## config.mk

```make
export PLATFORM = sky130hd
export DESIGN_NAME = key_cmd_decoder
export DESIGN_NICKNAME = d
export VERILOG_FILES = /design/src/rtl/key_cmd_decoder.sv
export SDC_FILE = /design/constraint.sdc
export NUM_CORES = 1
export LEC_CHECK = 0
export BUFFER_PORTS_ARGS = -buffer_cell sky130_fd_sc_hd__buf_2
export CORE_MARGIN = 2
export CORE_UTILIZATION = 50
export CTS_CLUSTER_SIZE = 25
export DETAILED_ROUTE_END_ITERATION = 12
export PLACE_DENSITY = 0.74
export SLEW_MARGIN = 20
export SYNTH_ARGS = -nofsm -noshare
export SYNTH_HDL_FRONTEND = slang
export SYNTH_SLANG_ARGS = --single-unit
export TNS_END_PERCENT = 5
```

## constraint.sdc

```tcl
create_clock -name clk -period 12.4 [get_ports clk]
set_input_delay 1.24 -clock clk [delete_from_list [all_inputs] [get_ports clk]]
set_output_delay 1.24 -clock clk [all_outputs]
set_load 0.01 [all_outputs]
```

## src/rtl/key_cmd_decoder.sv

```systemverilog
// PS/2 keyboard command decoder: parses make/break/extended byte sequences,
// tracks held keys and queues game commands in a small registered FIFO.
module key_cmd_decoder #(
  parameter int DEPTH = 4
) (
  input  logic                     clk,
  input  logic                     reset,
  input  logic [7:0]               rx_byte,
  input  logic                     rx_valid,
  output logic [3:0]               cmd_code,
  output logic                     cmd_valid,
  input  logic                     cmd_ready,
  output logic                     any_make,
  output logic [8:0]               held,
  output logic [$clog2(DEPTH):0]   level,
  output logic                     overflow
);

  localparam int PW = $clog2(DEPTH);
  localparam int LW = PW + 1;

  typedef enum logic [1:0] {S_IDLE, S_EXT, S_BRK} state_t;

  function automatic logic [3:0] map_code(input logic [7:0] b);
    logic [3:0] c;
    case (b)
      8'h6B, 8'h1C: c = 4'd1;
      8'h74, 8'h23: c = 4'd2;
      8'h75, 8'h1D: c = 4'd3;
      8'h72, 8'h1B: c = 4'd4;
      8'h29:        c = 4'd5;
      8'h2D:        c = 4'd6;
      8'h16:        c = 4'd7;
      8'h1E:        c = 4'd8;
      8'h26:        c = 4'd9;
      default:      c = 4'd0;
    endcase
    return c;
  endfunction

  function automatic logic [8:0] code_mask(input logic [3:0] c);
    logic [8:0] m;
    case (c)
      4'd1:    m = 9'b0_0000_0001;
      4'd2:    m = 9'b0_0000_0010;
      4'd3:    m = 9'b0_0000_0100;
      4'd4:    m = 9'b0_0000_1000;
      4'd5:    m = 9'b0_0001_0000;
      4'd6:    m = 9'b0_0010_0000;
      4'd7:    m = 9'b0_0100_0000;
      4'd8:    m = 9'b0_1000_0000;
      4'd9:    m = 9'b1_0000_0000;
      default: m = 9'b0_0000_0000;
    endcase
    return m;
  endfunction

  state_t          state_q, state_d;
  logic [3:0]      mem_q [DEPTH];
  logic [3:0]      mem_d [DEPTH];
  logic [PW-1:0]   rd_ptr_q, rd_ptr_d;
  logic [PW-1:0]   wr_ptr_q, wr_ptr_d;
  logic [LW-1:0]   count_q, count_d;
  logic [3:0]      cmd_code_q, cmd_code_d;
  logic            cmd_valid_q, cmd_valid_d;
  logic            any_make_q, any_make_d;
  logic [8:0]      held_q, held_d;
  logic            overflow_q, overflow_d;

  logic            make_s, brk_s, mapped_s, already_s, new_key_s;
  logic            pop_s, push_s, full_s, drop_s;
  logic [3:0]      code_s;
  logic [8:0]      mask_s;

  // Parser next-state and make/break event detection.
  always_comb begin
    state_d = state_q;
    make_s  = 1'b0;
    brk_s   = 1'b0;
    if (rx_valid) begin
      case (state_q)
        S_IDLE: begin
          if (rx_byte == 8'hE0)      state_d = S_EXT;
          else if (rx_byte == 8'hF0) state_d = S_BRK;
          else                       make_s  = 1'b1;
        end
        S_EXT: begin
          if (rx_byte == 8'hE0)      state_d = S_EXT;
          else if (rx_byte == 8'hF0) state_d = S_BRK;
          else begin
            make_s  = 1'b1;
            state_d = S_IDLE;
          end
        end
        S_BRK: begin
          if ((rx_byte == 8'hE0) || (rx_byte == 8'hF0)) begin
            state_d = S_BRK;
          end else begin
            brk_s   = 1'b1;
            state_d = S_IDLE;
          end
        end
        default: state_d = S_IDLE;
      endcase
    end else begin
      state_d = state_q;
    end
  end

  // Held-key tracking, FIFO control and next values of every registered output.
  always_comb begin
    code_s    = map_code(rx_byte);
    mask_s    = code_mask(code_s);
    mapped_s  = (code_s != 4'd0);
    already_s = ((held_q & mask_s) != 9'd0);
    new_key_s = make_s && mapped_s && !already_s;
    pop_s     = cmd_valid_q && cmd_ready;
    full_s    = (count_q == LW'(DEPTH));
    // A full FIFO still accepts a push when the head leaves in the same cycle.
    push_s    = new_key_s && (!full_s || pop_s);
    drop_s    = new_key_s && full_s && !pop_s;

    if (new_key_s) begin
      held_d = held_q | mask_s;
    end else if (brk_s && mapped_s) begin
      held_d = held_q & ~mask_s;
    end else begin
      held_d = held_q;
    end

    any_make_d = make_s && (!mapped_s || !already_s);
    overflow_d = overflow_q || drop_s;

    mem_d = mem_q;
    if (push_s) begin
      mem_d[wr_ptr_q] = code_s;
    end else begin
      mem_d[wr_ptr_q] = mem_q[wr_ptr_q];
    end

    wr_ptr_d = wr_ptr_q + PW'(push_s);
    rd_ptr_d = rd_ptr_q + PW'(pop_s);
    count_d  = count_q + LW'(push_s) - LW'(pop_s);

    // Head is taken from the post-write memory so a push into an empty FIFO is visible at once.
    if (count_d == LW'(0)) begin
      cmd_valid_d = 1'b0;
      cmd_code_d  = 4'd0;
    end else begin
      cmd_valid_d = 1'b1;
      cmd_code_d  = mem_d[rd_ptr_d];
    end
  end

  // State register; reset wins over any same-cycle byte or pop.
  always_ff @(posedge clk) begin
    if (reset) begin
      state_q     <= S_IDLE;
      for (int i = 0; i < DEPTH; i++) mem_q[i] <= 4'd0;
      rd_ptr_q    <= PW'(0);
      wr_ptr_q    <= PW'(0);
      count_q     <= LW'(0);
      cmd_code_q  <= 4'd0;
      cmd_valid_q <= 1'b0;
      any_make_q  <= 1'b0;
      held_q      <= 9'd0;
      overflow_q  <= 1'b0;
    end else begin
      state_q     <= state_d;
      mem_q       <= mem_d;
      rd_ptr_q    <= rd_ptr_d;
      wr_ptr_q    <= wr_ptr_d;
      count_q     <= count_d;
      cmd_code_q  <= cmd_code_d;
      cmd_valid_q <= cmd_valid_d;
      any_make_q  <= any_make_d;
      held_q      <= held_d;
      overflow_q  <= overflow_d;
    end
  end

  assign cmd_code  = cmd_code_q;
  assign cmd_valid = cmd_valid_q;
  assign any_make  = any_make_q;
  assign held      = held_q;
  assign level     = count_q;
  assign overflow  = overflow_q;

endmodule

```

==> results of run 1 <==
## cells in the mapped netlist (all sizes together), types with 2 or more instances
library cell,n
dfxtp,41
nor2,35
o21ai,17
inv,16
nand2,12
a21oi,11
clkbuf,10
a211oi,8
o211ai,8
nand3,7
nor2b,7
and3,6
mux2i,6
nand4,6
a41oi,5
buf,5
and2,4
ha,4
nor3,4
nor3b,4
xnor2,4
a211o,3
and4,3
nand2b,3
nor4,3
o21a,3
a21boi,2
and3b,2
and4bb,2
o2111ai,2
or2,2
or3,2
or4,2
or4b,2
xor2,2
## power breakdown
| part | internal [mW] | switching, mW |
|---|---|---|
| Sequential | 0.140 | 0.00560 |
| Clock | 0.0656 | 0.0444 |
| Combinational | 0.0281 | 0.0482 |
| Total | 0.233 | 0.0983 |
## final cells by class
| type | count | area, µm² |
|---|---|---|
| clock buffer | 7 | 86.3 |
| tap | 52 | 65.1 |
| timing repair buffer | 31 | 158 |
| inverter | 16 | 60.1 |
| clock inverter | 1 | 30.0 |
| multi-input combinational | 197 | 1300 |
| sequential | 41 | 821 |
| fill | 390 | 1830 |
## path summary, 6_finish.rpt
path	cells after the start	slack [ps]	start	endpoint
setup reg to reg	17	8600	flop	cmd_code[1]
hold / removal	2	470	overflow	overflow
setup / recovery	19	7370	rx_byte[3]	cmd_code[1]
hold reg to reg	2	470	overflow	overflow
## cells in the final DEF, fill, tap and decap left out, types with 2 or more instances in the layout
master,instances
xnor2_1,4
and3b_1,2
nand2b_1,3
buf_2,30
mux2i_1,6
a211oi_1,8
and4_1,2
a211o_1,3
nand2_1,12
o21ai_0,17
nor2b_1,7
nor3b_1,4
a21oi_1,11
inv_1,16
o211ai_1,8
nor3_1,4
and4bb_2,2
ha_1,4
and2_1,4
nand4_1,6
clkbuf_8,6
nand3_1,7
nor4_1,2
nor2_1,34
dfxtp_1,41
o21a_1,3
a41oi_1,5
xor2_1,2
and3_1,5
a21boi_0,2
or4_1,2
## metrics by stage
stage | std cells | instance area, µm²
3_5_place_dp | 337 | 2400
2_1_floorplan | 269 | 2250
6_report | 345 | 2520
5_1_grt | 345 | 2520
3_3_place_gp | 337 | 2400
4_1_cts | 345 | 2520
## worst register-to-register path, cell delays in order, from the launching register on
cell      delay, ps
dfxtp_1         360
a22oi_1          90
or4_1           400
a21boi_0        400
nor3_1          140
nand2_1         140
ha_1            260
inv_1            60
ha_1            130
inv_1            40
fa_1            370
xor2_1          160
xnor2_1         140
a31oi_1         420
nand2_1         180
a41oi_1         200
o211ai_1        120
o211ai_1        110
## logic make-up (layout without fill, tap and decap cells)
| kind of cell | Yosys count | count (layout) | synth area share [%] |
|---|---|---|---|
| muxes | 6 | 6 | 2.67 |
| xor gates and xnor gates | 6 | 6 | 2.33 |
| adders and majority gates | 5 | 5 | 3.11 |
| DFF | 41 | 41 | 36.5 |
| buffers and inverters | 31 | 55 | 5.73 |
| and+or+nand+nor | 110 | 110 | 28.2 |
| AOI/OAI and AO/OA | 70 | 70 | 21.5 |
## metal layers
layer,GRT usage (%),vias to the layer above,wire length [µm]
met2,35.0,49,2390
met1,29.5,957,2530
li1,-,1024,-
met4,9.64,0,88
met5,0,-,0
met3,4.84,8,254
==> results.md, run 1 <==
- Status: finished clean
- Routed WL: 5260 µm
- Root Driver: clkbuf_8
- Sequential element share of the synthesized area: about 36%
- Asr flop ratio synth: 0%
- Pre-CTS setup slack: just over 7000 ps
- Worst Slack Setup Final: 7370 ps
- PwrDens: 132 mW/mm²
- Final HPWL DP: 3740 µm
- Vias in the first global route: ~1900
- Pleak: roughly 0.97 nW
- Slew Limit Fails: 0
- Worst Hold Slack: 472 ps
- Worst min path class: flop to flop
- Fin crit share: between 40% and 50%
- Antenna-violating nets left: 0
- Yosys warns: 0
- Overall power: around 0.33 mW
- Synth area leaders: dfxtp_1 (36%), nor2_1 (5.7%), o21ai_0 (3.8%)
- ANT cells: 0
- RSZ-0062 raised after global routing: false
- Die width: 71.1 µm
- Layout Utilization: 57.9%
- Critical path's slowest cell: a2111o_1
- Crit path max-delay family: compound AO/OA/AOI/OAI gates
- Total CTS buffers: 5
- WP data required: between 10000 and 15000 ps
- Critical path launch point type: input pin
- Post-Syn Area: approximately 0.0023 mm²
- Latest clock arrival within the worst-skew pair: 290 ps
- Worst vdd ir: between 90 and 100 µV
- CP peak stage delay: 420 ps
- Port bufs: 30
- Layout cells sized above 1: between 10% and 20%
- Site row count: 24
- Hold_buf cts: 0
- Critical path arrival: around 5200 ps
- Minimum clock period: around 5000 ps
- Synthesized area per cell: 8.37 µm²
- DR vias/cell: 5.91
- Final hold vios: 0
- Synth unique cells: 60
- Synth area leader: dfxtp_1
- Die footprint: 0.00505 mm²
- Crit Path Max Fanout: 11
- CTS Buffer Depth: 2
- Die Y: 71.1 µm
- Mapped Nets: 286
- Antenna violations before repair: 0
- Clk slew on worst S/H paths: 70 ps
- EDFF count, synth: 0
- Layout Nets: 309
- Critical Path Sink Type: flop
- Max Freq: between 150 and 200 MHz
- Synth-to-layout area growth: 12.0%
- Cells along the critical path: buf_2, and3b_1, o2111ai_1, o22ai_1, a2111o_1, nor3_1, nand2_1, ha_1, inv_1, ha_1, inv_1, fa_1, xor2_1, xnor2_1, a31oi_1, nand2_1, a41oi_1, o211ai_1, o211ai_1
- Clock Sink Count: roughly 40
- GRT Util Overall: 22.2%
- Initial cell density of the core: 51.7%
- Synth top area share: 36.5%
- DR WL/cell: about 15 µm
- Detailed Route Iter0 Violations: 87
- Relative max-transition margin: 54.8%
- Clk_skew: 3.09 ps
- Slew @ Worst Pin: 672 ps
- Setup TNS Final: 0 ps
- CTS tree: done
- Post-route DRC violation count: 0
- Grt total ovfl: 0
- Setup violators final: 0
- First-pass GRT wire length: 8940 µm
- Via count: 2038
- Seq cells post-synth: 41
- CTS resizes: 0
- Synth Flop Type: dfxtp_1
- Core Region: 0.00435 mm²
- Crit path buf inv count: 3
- IO Pins: 31
- Largest net degree at the start of global routing: 38
- Drt pass-1 iters: 4
- Postcts setup bufs: 0
- Crit Path Class: input pin to flop
- Count of max-cap constraint violations: 0
- H-tree lvl count: 2
- GPL Wtd Cong: between 0.9 and 1
- Post-Syn Instances: between 200 and 300
(Power assumes the default switching activity.)
==> inputs of run 2 (changes only) <==
Settings changed: ABC_AREA from default to 1, PLACE_DENSITY 0.74 to 0.73.
Clock period 12.4 ns to 4.95 ns, I/O delays scaled along.
==> run 2 against run 1 <==
Against the previous run:
- die area rose by 9.6%
- final area up 8.7%
- critical path depth rose by 1
- first-iteration DRC count increased by 120%
- global-route usage up 0.65 points
- highest routed layer unchanged
==> results.md, run 2 <==
- Status: finished clean
- Synth unique cells: 32
- Critical path arrival: 3350 ps
- Fin crit share: 63.8%
- R2r setup slk: 1860 ps
- DR WL/cell: 12.7 µm
- Drt pass-1 iters: 5
- Leading cell types in the layout, fill and taps excluded: nand2_1 (98), dfxtp_1 (41), a21oi_1 (32)
- Crit path max-delay family: simple AND/OR/NAND/NOR gates
- CP endpoint: cmd_code[0]
- RSZ-0062 raised after global routing: false
- Worst Hold Slack: 480 ps
- WP data required: 5150 ps
- Multi-input logic area: 0.00146 mm²
- Critical path depth: 20
- CTS tree: done
- Via count: around 2400
- Synth Flop Type: dfxtp_1
- Slew Limit Fails: 0
- Synth cell count leaders: nand2_1 (98), dfxtp_1 (41), a21oi_1 (32)
- Seq cells post-synth: 41
- H-tree lvl count: 2
- EDFF count, synth: 0
- Post-Syn Area: 0.00248 mm²
- Count of max-cap constraint violations: 0
- CP peak stage delay: 380 ps
- PwrDens: 312 mW/mm²
- Clk_skew: about 8 ps
- Die Y: roughly 74 µm
- GPL Wtd Cong: between 0.8 and 0.9
- Max Freq: 317 MHz
- Detailed Route Iter0 Violations: 190
- Slew @ Worst Pin: 648 ps
- Synth area leaders: dfxtp_1 (33%), nand2_1 (15%), a21oi_1 (6.5%)
- Postcts setup bufs: 0
- Cells along the critical path: buf_2, inv_1, nand2_2, nor2_4, nand2_4, nand2_2, nor2_2, nand2_4, nor2_8, nor2_8, nand3_4, ha_1, inv_1, ha_1, inv_1, fa_1, xor2_1, nand3_1, nand2_1, a21oi_1
- Sequential cell area: just over 800 µm²
- Layout Nets: 404
- GRT Util Overall: 22.9%
- Root Driver: clkbuf_8
- Most frequent cell after synthesis: nand2_1
- Most frequent CP cell: inv_1
- Grt total ovfl: 0
- Minimum clock period: 3160 ps
- Post-Syn Instances: 359
- Final hold vios: 0
- CTS resizes: 0
- Critical path launch point type: input pin
- Largest net degree at the start of global routing: 37
- Port bufs: 30
- ANT cells: 0
- CTS Buffer Depth: 2
- Initial cell density of the core: 52.2%
- Vias in the first global route: 2158
- Layout Utilization: just under 60%
- Mapped Nets: 376
- Clk slew on worst S/H paths: 80 ps
- Layout cells sized above 1: 21.7%
- Inst Count DP: 447
- IO Pins: 31
- Setup TNS Final: 0 ps
- Total CTS buffers: 5
- Hold_buf cts: 0
- First-pass GRT wire length: 9740 µm
- Synth top area share: 33.1%
- Synth area leader: dfxtp_1
- Site row count: 25
- Asr flop ratio synth: 0%
- Worst hold stages: 2
- Synthesized area per cell: 6.91 µm²
- Crit Path Max Fanout: 18
- Crit path buf inv count: 4
- Yosys warns: 0
- Pleak: 1.31 nW
- Relative max-transition margin: 56.8%
- Reg2reg start: level[1]
- Post-route DRC violation count: 0
- Antenna violations before repair: 0
- Final HPWL DP: 4350 µm
- Antenna-violating nets left: 0
- Worst vdd ir: 245 µV
- Core Region: 0.00475 mm²
- Die width: 74.4 µm
- Dpl cell area: 0.00265 mm²
- Worst setup path start: rx_byte[5]
- Worst r2r path cells: 14
- Die footprint: 0.00554 mm²
- Design area: 0.00274 mm²
- Synth-to-layout area growth: 10.4%
- Routed WL: 5770 µm
- Setup violators final: 0
- DR vias/cell: about 5.3
- Latest clock arrival within the worst-skew pair: 300 ps
- Worst min path class: flop to flop
- Most common cell after layout, fill and taps aside: nand2_1
- Critical Path Sink Type: flop
- R2R Path End: cmd_code[0]
- Critical path's slowest cell: fa_1
- Crit Path Class: input pin to flop
- Clock Sink Count: 41
- Number of fillers in the final layout: 486
- Non-Filler Instances: 454
- Sequential element share of the synthesized area: roughly a third
-- run 2: per-layer routing --
layer	track usage, %	routed length (µm)
met5	0	0
met4	8.53	129
met3	5.56	372
met2	35.0	2610
met1	31.4	2660
-- run 2: kinds of logic (layout without fill, tap and decap cells) --
group	after synthesis	in the layout	synth area share, %
mux	1	1	0.454
compound gates	50	50	10.6
xor+xnor	4	4	1.41
fa+ha+maj	5	5	2.82
buf+inv	46	74	8.22
simple gates	212	212	43.4
flops	41	41	33.1
-- run 2: through the flow --
| stage | setup slack [ps] | total power, mW |
|---|---|---|
| final | 1790 | 0.854 |
| after global routing | 1450 | 0.905 |
| after CTS | 1810 | 0.859 |
| after detailed placement | 1480 | 0.630 |
| after global placement | 1580 | 0.627 |
| after floorplan | 1990 | 0.558 |
-- run 2: worst min-delay path by stage --
| stage | end | start |
|---|---|---|
| after detailed placement | overflow | overflow |
| after CTS | flop | flop |
| after global routing | mem_q[0] | mem_q[0] |
| after floorplan | mem_q[8] | mem_q[8] |
| after global placement | overflow | overflow |
| final | flop | flop |
-- run 2: report_power, final --
| part | leakage [nW] | switching (mW) | internal [mW] |
|---|---|---|---|
| logic | 0.934 | 0.163 | 0.0884 |
| clock network | 0.0433 | 0.120 | 0.110 |
| registers | 0.332 | 0.0159 | 0.357 |
| total | 1.31 | 0.298 | 0.556 |
-- run 2: worst register-to-register path, cell delays in order, from the launching register on --
cell      delay [ps]
dfxtp_1          360
inv_1             70
nand2_1           40
nor3_1           180
clkinv_1         470
nand3_4          430
ha_1             290
inv_1             50
ha_1             120
inv_1             40
fa_1             380
xor2_1           220
nand3_1          100
nand2_1          170
a21oi_1           70
-- run 2: layout make-up --
cell class	count	area share [%]
multi-input combinational	272	53.2
sequential	41	30.0
timing repair buffer	30	5.48
inverter	37	5.07
tap	67	3.06
clock buffer	6	3.01
clock inverter	1	0.274
==> inputs of run 3 (changes only) <==
Clock period 4.95 ns to 3 ns, I/O delays scaled along.
==> run 3 against run 2 <==
Against the previous run:
- flip-flop and latch count stayed put
- register-to-register slack worse by 1400 ps
- combinational power is 68% higher
- hold slack worse by 180 ps
- power is 68% higher
- clock power is 72% higher
- setup slack worse by 1400 ps
- non-clock buffer count is 4 higher
- routed wire length is 4.3% higher
- sequential power is 65% higher
- largest power group unchanged
- highest routed layer unchanged
==> results.md, run 3 (synthesized netlist as in run 2, its figures left out) <==
- Routed WL: between 6000 and 7000 µm
- Crit Path Class: input pin to flop
- PwrDens: 517 mW/mm²
- Max Freq: between 300 and 400 MHz
- Latest clock arrival within the worst-skew pair: 300 ps
- Final hold vios: 0
- Critical path's slowest cell: fa_1
- Layout Nets: 408
- Slew Limit Fails: 0
- Total CTS buffers: 5
- Antenna violations before repair: 0
- Critical path launch point type: input pin
- Core Region: around 0.0048 mm²
- Worst Slack Setup Final: 438 ps
- Worst Hold Slack: roughly 300 ps
- Worst min path class: input pin to flop
- Design area: roughly 0.0028 mm²
- Worst vdd ir: around 380 µV
- CTS Buffer Depth: 2
- Crit path buf inv count: 4
- Status: finished clean
- Count of max-cap constraint violations: 0
- Setup TNS Final: 0 ps
- Sequential cell area: 821 µm²
- Dpl cell area: roughly 0.0027 mm²
- Clk slew on worst S/H paths: 80 ps
- Most common cell after layout, fill and taps aside: nand2_1
- Detailed Route Iter0 Violations: just under 300
- Multi-input logic area: 0.00146 mm²
- Minimum clock period: 2560 ps
- Critical path arrival: about 2800 ps
- Hold_buf cts: 0
- Overall power: ~1.4 mW
- Slew @ Worst Pin: 642 ps
- CP peak stage delay: approximately 370 ps
- Clk_skew: between 2 and 3 ps
- GRT Util Overall: 24.0%
- Die footprint: 0.00554 mm²
- Vias in the first global route: 2234
- DR vias/cell: 5.29
- Initial cell density of the core: 52.2%
- Crit Path Max Fanout: 5
- Postcts setup bufs: 0
- Synth-to-layout area growth: 11.9%
- Pleak: 1.33 nW
- Fin crit share: 85.4%
- Site row count: 25
- Port bufs: 30
- Critical Path Sink Type: flop
- Via count: about 2400
- Pre-CTS setup slack: 119 ps
- DR WL/cell: 13.1 µm
- Grt total ovfl: 0
- Final HPWL DP: 4400 µm
- First-pass GRT wire length: 10300 µm
- Die Y: 74.4 µm
- Antenna-violating nets left: 0
- Crit path max-delay family: simple AND/OR/NAND/NOR gates
- Layout Utilization: 58.4%
- Drt pass-1 iters: 4
- CTS resizes: 0
- GPL Wtd Cong: between 0.9 and 1
- CTS tree: done
- ANT cells: 0
- Clock Sink Count: 41
- IO Pins: 31
- Largest net degree at the start of global routing: 37
- Setup violators final: 0
- Relative max-transition margin: 57.2%
- Layout cells sized above 1: 22.7%
- RSZ-0062 raised after global routing: false
- Die width: between 70 and 80 µm
- WP data required: roughly 3200 ps
- Root Driver: clkbuf_8
- Inst Count DP: about 450
- Non-Filler Instances: 459
- H-tree lvl count: 2
- Number of fillers in the final layout: 465
- Post-route DRC violation count: 0
- Cells along the critical path: buf_2, inv_1, nand2_1, nor3_1, nand2_1, nand3_1, nor2_8, nand3_4, ha_1, inv_1, ha_1, inv_1, fa_1, xor2_1, nand3_1, nand2_1, a21oi_1
- Leading cell types in the layout, fill and taps excluded: nand2_1 (98), dfxtp_1 (41), a21oi_1 (32)
-- run 3: path summary, 6_finish.rpt --
check              from           to  slack, ps  cells past startpoint
max          rx_byte[2]  cmd_code[1]        440                     17
min            rx_valid   state_q[1]        300                      4
max reg2reg  state_q[1]  cmd_code[1]        470                     13
min reg2reg    overflow     overflow        480                      1
-- run 3: tightest hold or removal path, cell delays in order --
cell,delay [ps]
buf_2,90
inv_1,70
nand2_1,60
a21oi_1,50
-- run 3: layout make-up --
cell class / instances / share of cell area [%]
multi-input cells: 272 / 52.5
flip-flops and latches: 41 / 29.6
repair buffers: 34 / 6.49
inverters: 37 / 5.00
well taps: 67 / 3.02
clock buffers: 6 / 2.97
clock inverters: 2 / 0.496
-- run 3: power breakdown --
part	total [mW]	switching (mW)	leakage, nW	internal (mW)
clock	0.396	0.209	0.0512	0.187
combinational	0.422	0.270	0.952	0.152
sequential	0.617	0.0282	0.332	0.589
total	1.44	0.508	1.33	0.927
-- run 3: layer usage --
metal | up-vias | track usage (%) | routed length (µm)
met5 | - | 0 | 0
met4 | 0 | 7.94 | 82
met3 | 11 | 6.10 | 353
met2 | 72 | 36.5 | 2700
met1 | 1106 | 33.3 | 2880
li1 | 1237 | - | -
